$ cat config.mk
export PLATFORM = sky130hd
export DESIGN_NAME = pipe_hazard_ctrl
export DESIGN_NICKNAME = d
export VERILOG_FILES = /design/src/rtl/pipe_ctrl_pkg.sv /design/src/rtl/load_use_det.sv /design/src/rtl/pipe_hazard_ctrl.sv
export SDC_FILE = /design/constraint.sdc
export NUM_CORES = 1
export LEC_CHECK = 0
export BUFFER_PORTS_ARGS = -buffer_cell sky130_fd_sc_hd__buf_2
export CORE_MARGIN = 8
export CORE_UTILIZATION = 45
export CTS_CLUSTER_DIAMETER = 80
export DETAILED_ROUTE_END_ITERATION = 10
export PLACE_DENSITY = 0.75
export SLEW_MARGIN = 25
export SYNTH_ARGS = -nofsm -noshare
export SYNTH_HDL_FRONTEND = slang
export SYNTH_HIERARCHICAL = 1
export SYNTH_SLANG_ARGS = --single-unit
$ cat constraint.sdc
create_clock -name clk -period 2.35 [get_ports clk]
set_clock_uncertainty 0.2 [all_clocks]
set_input_delay 0.235 -clock clk [delete_from_list [all_inputs] [get_ports clk]]
set_output_delay 0.235 -clock clk [all_outputs]
set_load 0.05 [all_outputs]
$ cat src/rtl/pipe_ctrl_pkg.sv
// Shared types and constants for the pipeline stall/flush sequencer.
// Latency: n/a (package only).
// Backpressure: n/a (package only).
package pipe_ctrl_pkg;

    // Architectural register index width (8 GPRs)
    localparam int REG_W  = 3;
    // Memory-wait counter width; covers MAX_WAIT up to 255
    localparam int WAIT_W = 8;

    typedef enum logic [1:0] {
        ST_RUN      = 2'b00,
        ST_MEM_WAIT = 2'b01,
        ST_HALTED   = 2'b10
    } state_t;

    // Pipeline control bundle; bit order is the same everywhere it is packed
    typedef struct packed {
        logic pc_en;
        logic f2d_en;
        logic d2x_en;
        logic x2m_en;
        logic m2w_en;
        logic f2d_flush;
        logic d2x_flush;
        logic m2w_flush;
    } ctrl_t;

    localparam ctrl_t CTRL_HOLD     = 8'b00000_000;
    localparam ctrl_t CTRL_RUN      = 8'b11111_000;
    localparam ctrl_t CTRL_MEM_WAIT = 8'b00001_001;
    localparam ctrl_t CTRL_BRANCH   = 8'b11111_110;
    localparam ctrl_t CTRL_LOAD_USE = 8'b00111_010;
    localparam ctrl_t CTRL_IMEM     = 8'b01111_100;

    // Controls chosen once the memory stage is not blocking: redirect beats
    // load-use, which beats a fetch bubble.
    function automatic ctrl_t run_rules(input logic branch,
                                        input logic load_use,
                                        input logic imem_stall);
        ctrl_t c;
        if (branch)          c = CTRL_BRANCH;
        else if (load_use)   c = CTRL_LOAD_USE;
        else if (imem_stall) c = CTRL_IMEM;
        else                 c = CTRL_RUN;
        return c;
    endfunction

endpackage

$ cat src/rtl/load_use_det.sv
// Load-use RAW hazard compare between the decode sources and a load in X.
// Latency: purely combinational.
// Backpressure: none; result feeds the hazard sequencer directly.
module load_use_det
    import pipe_ctrl_pkg::*;
(
    input  logic [REG_W-1:0] i_read_reg1,
    input  logic [REG_W-1:0] i_read_reg2,
    input  logic             i_use_reg1,
    input  logic             i_use_reg2,
    input  logic             i_read_en_x,
    input  logic             i_reg_wrt_x,
    input  logic [REG_W-1:0] i_wrt_reg_x,
    output logic             o_load_use
);

    logic w_hit1;
    logic w_hit2;

    // R0 is an ordinary register here, so no zero-index exclusion
    always_comb begin
        w_hit1     = i_use_reg1 && (i_read_reg1 == i_wrt_reg_x);
        w_hit2     = i_use_reg2 && (i_read_reg2 == i_wrt_reg_x);
        o_load_use = i_read_en_x && i_reg_wrt_x && (w_hit1 || w_hit2);
    end

endmodule

$ cat src/rtl/pipe_hazard_ctrl.sv
// Stall/flush sequencer for the 5-stage pipeline; optional perf counters under PIPE_PERF_CNT_EN.
// Latency: controls are combinational from state + inputs; state/counters update on clk rise.
// Backpressure: a pending data-memory access freezes PC..X2M and bubbles M2W until memDoneM.
module pipe_hazard_ctrl
    import pipe_ctrl_pkg::*;
#(
    parameter int MAX_WAIT = 15,
    parameter int CNT_W    = 16
)
(
    input  logic             clk,
    input  logic             rst,
    input  logic [REG_W-1:0] readReg1D,
    input  logic [REG_W-1:0] readReg2D,
    input  logic             useReg1D,
    input  logic             useReg2D,
    input  logic             readEnX,
    input  logic             regWrtX,
    input  logic [REG_W-1:0] wrtRegX,
    input  logic             branchTakenX,
    input  logic             memReqM,
    input  logic             memDoneM,
    input  logic             imemStallF,
    input  logic             haltM,
    output logic             pcEn,
    output logic             f2dEn,
    output logic             d2xEn,
    output logic             x2mEn,
    output logic             m2wEn,
    output logic             f2dFlush,
    output logic             d2xFlush,
    output logic             m2wFlush,
    output logic             memErr
`ifdef PIPE_PERF_CNT_EN
    ,
    output logic [CNT_W-1:0] stallCnt,
    output logic [CNT_W-1:0] flushCnt
`endif
);

    // Reject out-of-range configurations at elaboration
    if (MAX_WAIT < 1 || MAX_WAIT > 255 || CNT_W < 1) begin : g_param_chk
        $error("pipe_hazard_ctrl: MAX_WAIT must be 1..255 and CNT_W >= 1");
    end

    state_t              r_state;
    logic [WAIT_W-1:0]   r_wait_cnt;
    logic                r_mem_err;

    logic                w_load_use;
    logic                w_mem_block;
    logic                w_err_set;
    logic                w_redirect;
    ctrl_t               w_ctrl;
    ctrl_t               w_ctrl_out;

    load_use_det u_load_use_det (
        .i_read_reg1 (readReg1D),
        .i_read_reg2 (readReg2D),
        .i_use_reg1  (useReg1D),
        .i_use_reg2  (useReg2D),
        .i_read_en_x (readEnX),
        .i_reg_wrt_x (regWrtX),
        .i_wrt_reg_x (wrtRegX),
        .o_load_use  (w_load_use)
    );

    // Select the pipeline controls for this cycle from state and hazards
    always_comb begin
        w_ctrl      = CTRL_HOLD;
        w_err_set   = 1'b0;
        w_redirect  = 1'b0;
        w_mem_block = memReqM && !memDoneM;
        case (r_state)
            ST_RUN: begin
                if (haltM) begin
                    w_ctrl = CTRL_HOLD;
                end else if (w_mem_block) begin
                    w_ctrl = CTRL_MEM_WAIT;
                end else begin
                    w_ctrl     = run_rules(branchTakenX, w_load_use, imemStallF);
                    w_redirect = branchTakenX;
                end
            end
            ST_MEM_WAIT: begin
                // A branch held in the frozen X stage takes effect on the exit cycle
                if (memDoneM) begin
                    w_ctrl     = run_rules(branchTakenX, w_load_use, imemStallF);
                    w_redirect = branchTakenX;
                end else begin
                    w_ctrl    = CTRL_MEM_WAIT;
                    w_err_set = (r_wait_cnt == WAIT_W'(MAX_WAIT));
                end
            end
            default: begin
                w_ctrl = CTRL_HOLD;
            end
        endcase
    end

    // Hold everything quiet while reset is asserted
    always_comb begin
        w_ctrl_out = rst ? w_ctrl : CTRL_HOLD;
        pcEn       = w_ctrl_out.pc_en;
        f2dEn      = w_ctrl_out.f2d_en;
        d2xEn      = w_ctrl_out.d2x_en;
        x2mEn      = w_ctrl_out.x2m_en;
        m2wEn      = w_ctrl_out.m2w_en;
        f2dFlush   = w_ctrl_out.f2d_flush;
        d2xFlush   = w_ctrl_out.d2x_flush;
        m2wFlush   = w_ctrl_out.m2w_flush;
        // Error shows in the cycle the limit is reached, then stays via the sticky flop
        memErr     = rst && (r_mem_err || w_err_set);
    end

    // Sequencer FSM with memory-wait counter and sticky timeout flag
    always_ff @(posedge clk or negedge rst) begin
        if (!rst) begin
            r_state    <= ST_RUN;
            r_wait_cnt <= '0;
            r_mem_err  <= 1'b0;
        end else begin
            case (r_state)
                ST_RUN: begin
                    if (haltM) begin
                        r_state <= ST_HALTED;
                    end else if (w_mem_block) begin
                        r_state    <= ST_MEM_WAIT;
                        r_wait_cnt <= WAIT_W'(1);
                    end
                end
                ST_MEM_WAIT: begin
                    if (memDoneM) begin
                        r_state    <= ST_RUN;
                        r_wait_cnt <= '0;
                    end else begin
                        if (r_wait_cnt != '1) begin
                            r_wait_cnt <= r_wait_cnt + WAIT_W'(1);
                        end
                        if (w_err_set) begin
                            r_mem_err <= 1'b1;
                        end
                    end
                end
                ST_HALTED: begin
                    r_state <= ST_HALTED;
                end
                default: begin
                    r_state    <= ST_RUN;
                    r_wait_cnt <= '0;
                end
            endcase
        end
    end

`ifdef PIPE_PERF_CNT_EN
    logic [CNT_W-1:0] r_stall_cnt;
    logic [CNT_W-1:0] r_flush_cnt;

    // Saturating counts of PC-hold cycles (outside HALTED) and branch redirects
    always_ff @(posedge clk or negedge rst) begin
        if (!rst) begin
            r_stall_cnt <= '0;
            r_flush_cnt <= '0;
        end else begin
            if ((r_state != ST_HALTED) && !w_ctrl.pc_en && (r_stall_cnt != '1)) begin
                r_stall_cnt <= r_stall_cnt + CNT_W'(1);
            end
            if (w_redirect && (r_flush_cnt != '1)) begin
                r_flush_cnt <= r_flush_cnt + CNT_W'(1);
            end
        end
    end

    assign stallCnt = r_stall_cnt;
    assign flushCnt = r_flush_cnt;
`endif

endmodule
[Word level (Yosys, flattened, before mapping)]
Cells that the tools add are included.
Cells by class
  add/subtract/negate cells: 1
  reductions and logical operators: 13
  bitwise gates (word level): 2
  equal/unequal tests: 11
  multiplexer cells: 19
Operator list (number)
  2-to-1 mux 8 bit: 11
  one-hot mux 8 bit (3 select lines): 1
  one-hot mux 8 bit (2 select lines): 1
  adder 8 x 1 -> 8 bit, second input constant: 1
  equality test 8 x 4 -> 1 bit, second input constant: 1
  inequality test 8 bit, second input constant: 1
  equality test 3 bit: 2
  logical AND 1 bit: 6
  2-to-1 mux 2 bit: 3
  inequality test 2 bit, second input constant: 3
  inequality test 3 bit, second input constant: 2
  one-hot mux 2 bit (3 select lines): 1
  AND reduction 4 bit: 1
  AND reduction 3 bit: 1
  equality test 2 x 1 -> 1 bit, second input constant: 1
  equality test 2 bit, second input constant: 1
  logical NOT 2 bit: 1
  logical OR 1 bit: 2
  2-to-1 mux 1 bit: 2
  NOT 1 bit: 2
  AND reduction 2 bit: 1
  logical NOT 1 bit: 1
Word-level totals
  word-level logic and storage cells: 49
  bits of input ports: 20
  output and inout bits: 9
  flip-flop bits (word level): 11

[Logic depth before layout (Yosys ltp)]
  word-level depth: 10
  gate-level depth with buffers: 6

[Cells and area by module]
Netlist, hierarchy kept.
By module, submodules not included
  pipe_hazard_ctrl: area an instance 676.9 um^2, sequential area each 275.3 um^2, times used 1, cells each 77
  load_use_det: area an instance 73.8 um^2, sequential area each 0.0 um^2, times used 1, cells each 10

[Least setup slack after synthesis]
OpenSTA, ideal clock, no wires.
  path kind: flip-flop to output port
  start point: register r_state[1]
  end point: output d2xFlush
  data arrival time: 2.538 ns
  slack: -0.623 ns
  data required time: 1.915 ns
  cell stages (with the launch flop): 5
  cell sequence: dfrtp_1 -> nand2b_1 -> a21oi_1 -> o21ai_1 -> a21oi_1
Between the ends
  word-level cells in the longest chain between the ends: 3
  elaborated cells on any way between the ends: 4
RTL lines
  start: declaration: line pipe_hazard_ctrl.sv:46  | state_t r_state;
  start signal: assignment: line pipe_hazard_ctrl.sv:119  | r_state <= ST_RUN;
  start signal: assignment: line pipe_hazard_ctrl.sv:126  | r_state <= ST_HALTED;
  start signal: assignment: line pipe_hazard_ctrl.sv:128  | r_state <= ST_MEM_WAIT;
  equality test 2 x 1 -> 1 bit / logical NOT 2 bit (equally long branches)
  one-hot mux 8 bit (2 select lines) *: line pipe_hazard_ctrl.sv:74  | case (r_state)
  2-to-1 mux 8 bit *: line pipe_hazard_ctrl.sv:103  | w_ctrl_out = rst ? w_ctrl : CTRL_HOLD;
  end: declaration: line pipe_hazard_ctrl.sv:31  | output logic d2xFlush,
Every way passes the cells marked *; elsewhere a longest branch is shown, timed or not.

[Worst setup path in the final report]
  start point: register r_state[1]
  end point: output memErr
Between the ends
  word-level cells in the longest chain between the ends: 4
RTL lines
  equality test 2 x 1 -> 1 bit: line pipe_hazard_ctrl.sv:74
  2-to-1 mux 1 bit: line pipe_hazard_ctrl.sv:74
  logical OR 1 bit: line pipe_hazard_ctrl.sv:113  | memErr = rst && (r_mem_err || w_err_set);
  logical AND 1 bit: line pipe_hazard_ctrl.sv:113
  end: declaration: line pipe_hazard_ctrl.sv:33  | output logic memErr
Every way passes these cells.

==> impl_metrics.py <==
metrics = {
    "status": {
        "outcome": "finished clean",
    },
    "critical_path": {
        "startpoint_type": "flop",
        "r2r_end": "r_wait_cnt[0]$_DFFE_PN0P_",
        "crit_end": "memErr",
        "worstSetupEndpointType": "output port",
        "max_stage_delay_ns": 0.45,
        "path_delay_family": "simple AND/OR/NAND/NOR gates",
        "cpMaxStageDelayCell": "dfrtp_1",
        "worst_r2r_path_depth": 5,
        "rr_startpoint": "r_wait_cnt[0]$_DFFE_PN0P_",
        "crit_path_cell_trace": "or3b_4 > nor2_2 > a21o_2 > and2_1 > clkbuf_4",
        "path_depth": 5,
        "cp.arrival_ns": 1.74,
        "path_class": "flop to output port",
        "path_max_fanout": 6,
        "setup.worst_path.start": "r_state[1]$_DFFE_PN0P_",
        "ff2ff_setup_slack_ns": 0.47,
        "crit_required_ns": 1.91,
        "cp_num_buf_inv": 1,
    },
    "synthesis": {
        "syn-cell-area_um2": 751,
        "post_synth_xor_area_fraction_pct": 7.00,
        "synthArstFlopShare_pct": 100,
        "yosys_warnings": 6,
        "synth_top_family_by_area": "compound AO/OA/AOI/OAI gates",
        "synth.distinct_cells": 35,
        "synth_area_per_cell_um2": 8.63,
        "synth_adder_area_share_pct": 1.67,
        "synth_nets": 108,
        "synth_mux_area_share_pct": 1.50,
        "synth-compound-area-share_pct": 24.7,
        "ys_seq_elements": 11,
        "synth_edf_count": 0,
        "postSynthCellCount": 87,
        "yosysSeqAreaShare_pct": 36.7,
        "synthSimpleGateAreaFrac_pct": 24.5,
        "ys.flop_type": "dfrtp_1",
    },
    "sta": {
        "period_share_pct": 92.5,
        "maxSlewViolCount": 0,
        "setup_violations": 0,
        "finalHoldViolCount": 0,
        "fmax_ghz": 0.460,
        "slew_headroom_pct": 72.4,
        "fin_setup_tns_ns": 0,
        "period_minus_slack_ns": 2.17,
        "rsz0062_at_grt": "false",
        "worstMarginPinSlew_ns": 0.411,
    },
    "finish": {
        "area_growth_pct": 30.0,
        "nNetsFinal": 142,
        "final_common_cell": "buf_2",
        "num_antenna_cells": 0,
        "final_cell_mix": "buf_2 (27), nor2_1 (12), a21oi_1 (11), dfrtp_1 (11)",
        "final-instance-count-excl-fill": 136,
        "drive_gt1_share_pct": 36.7,
    },
    "power_and_ir_drop": {
        "peakVddDrop_mv": 0.317,
        "internal-power_uw": 293,
        "comb_power_share_pct": 14.6,
        "netSwitchingPower_uw": 104,
        "power.density_mw_per_mm2": 406,
        "leakage_nw": 0.479,
        "seqPwrFrac_pct": 52.8,
        "swShare_pct": 26.2,
        "clkPwrFrac_pct": 32.7,
    },
    "global_routing": {
        "grt-busiest-layer": "met2",
        "grt_pass1_vias": 690,
        "overflow": 0,
        "use_met1_pct": 13.0,
        "antenna_found_initial": 0,
        "grt_pass1_wl_um": 3060,
        "grt_usage_pct": 11.1,
        "grt_max_degree": 13,
        "grtUsageMet2_pct": 20.1,
        "grt.met3_usage_pct": 2.92,
    },
    "routing": {
        "drtIter0Drc": 19,
        "via_count": 758,
        "dr.pass1.iters": 4,
        "drc": 0,
        "vias_per_cell": 5.57,
        "drtAntennaViolNets": 0,
        "routedWlPerCell_um": 13.6,
        "finalWirelength_um": 1840,
    },
    "die": {
        "core_mm2": 0.00154,
        "dieArea_mm2": 0.00323,
        "start_util_pct": 48.7,
        "ios": 29,
        "die_h_um": 56.8,
        "die_width_um": 56.8,
        "std_cell_rows": 14,
    },
    "clock_network": {
        "tritoncts": "yes",
        "h-tree-depth": 1,
        "cts.reportedPaths.clkPinSlew_ns": 0.08,
        "clk_latency_ns": 0.26,
        "cts_buffer_depth": 2,
        "cts_made_buffers": 3,
        "cts-root-buf": "clkbuf_4",
        "clock_sinks": 11,
    },
    "worst_hold_path": {
        "worstHoldStart": "haltM",
        "hold_depth": 3,
        "hold_path_class": "input port to flop",
    },
    "placed_design": {
        "place_inst": 131,
        "io_buffers": 28,
        "dp_hpwl_um": 1480,
        "routabilityCongestion": 0.797,
    },
    "flow_run": {
        "drv_cap": 0,
    },
}
[worst min path at each step]
stage	endpoint
floorplan	r_mem_err$_DFFE_PN0P_
global placement	r_state[0]$_DFFE_PN0P_
detailed placement	r_state[0]$_DFFE_PN0P_
CTS	r_state[1]$_DFFE_PN0P_
global route	r_state[1]$_DFFE_PN0P_
finish	r_state[1]$_DFFE_PN0P_
[power by group through the flow]
stage / Sequential (mW) / Combinational [mW] / Clock (mW)
4_1_cts: 0.208 / 0.0581 / 0.130
3_3_place_gp: 0.211 / 0.0551 / 0
6_report: 0.209 / 0.0577 / 0.129
3_5_place_dp: 0.211 / 0.0565 / 0
2_1_floorplan: 0.209 / 0.0265 / 0
5_1_grt: 0.211 / 0.0648 / 0.141
[tightest hold or removal path, cell delays in order]
cell and delay, ns:
buf_2 0.13, nor2_1 0.05, nor2_1 0.08
[cells in the mapped netlist (all sizes together), types with 2 or more instances]
cell type	count	area share, %
xnor2	6	7.0
nand2	2	1.0
nor2	13	6.5
o211ai	2	2.0
nand3	2	1.3
a21o	2	2.2
o21ai	3	2.5
dfrtp	11	37
a21oi	14	9.3
nor2b	3	2.5
nand4	4	4.2
inv	6	3.0
[final cells by class]
cell class              count  area, µm²
fillers                   138        566
multi-input cells          69        472
flip-flops and latches     11        275
repair buffers             30        160
clock buffers               4       26.3
inverters                   6       22.5
well taps                  16       20.0
[flip-flops by register name, summed over array words and instances (netlist names)]
| register | cells |
|---|---|
| r_wait_cnt | 8 |
| r_state | 2 |
| r_mem_err | 1 |
[cell families after synthesis]
logic type	count (synthesis)
AND/OR/NAND/NOR	32
AO/OA/AOI/OAI	29
flip-flops	11
buffers and inverters	7
XOR/XNOR	6
multiplexers	1
adder cells (fa/ha/maj)	1
[layer usage]
metal  routed length [µm]  share of wire, %  vias to the layer above
met4                    7              0.38                        0
li1                     -                 -                      382
met5                    0                 0                        -
met1                  765                42                      352
met2                 1000                54                       22
met3                   66               3.6                        2
[per-stage QoR]
| step | setup WS (ns) | hold WS, ns | total power, mW | utilization [%] | cell area (µm²) |
|---|---|---|---|---|---|
| 3_3_place_gp | 0.415 | -0.0208 | 0.266 | 60.3 | 930 |
| 2_1_floorplan | 0.00111 | -0.261 | 0.236 | - | 769 |
| 5_1_grt | 0.0592 | 0.0824 | 0.417 | 63.3 | 976 |
| 4_1_cts | 0.110 | 0.0638 | 0.396 | 62.7 | 966 |
| 6_report | 0.176 | 0.0671 | 0.396 | 63.3 | 976 |
| 3_5_place_dp | 0.405 | -0.0206 | 0.268 | 60.3 | 930 |
[timing repair]
item,CTS,global route
setup buffers,0,0
resized for setup,0,3
endpoints found under the setup margin,0,1
hold buffers,1,0
hold endpoints to repair,11,0
Note: power is estimated with default switching activity, not from simulation.
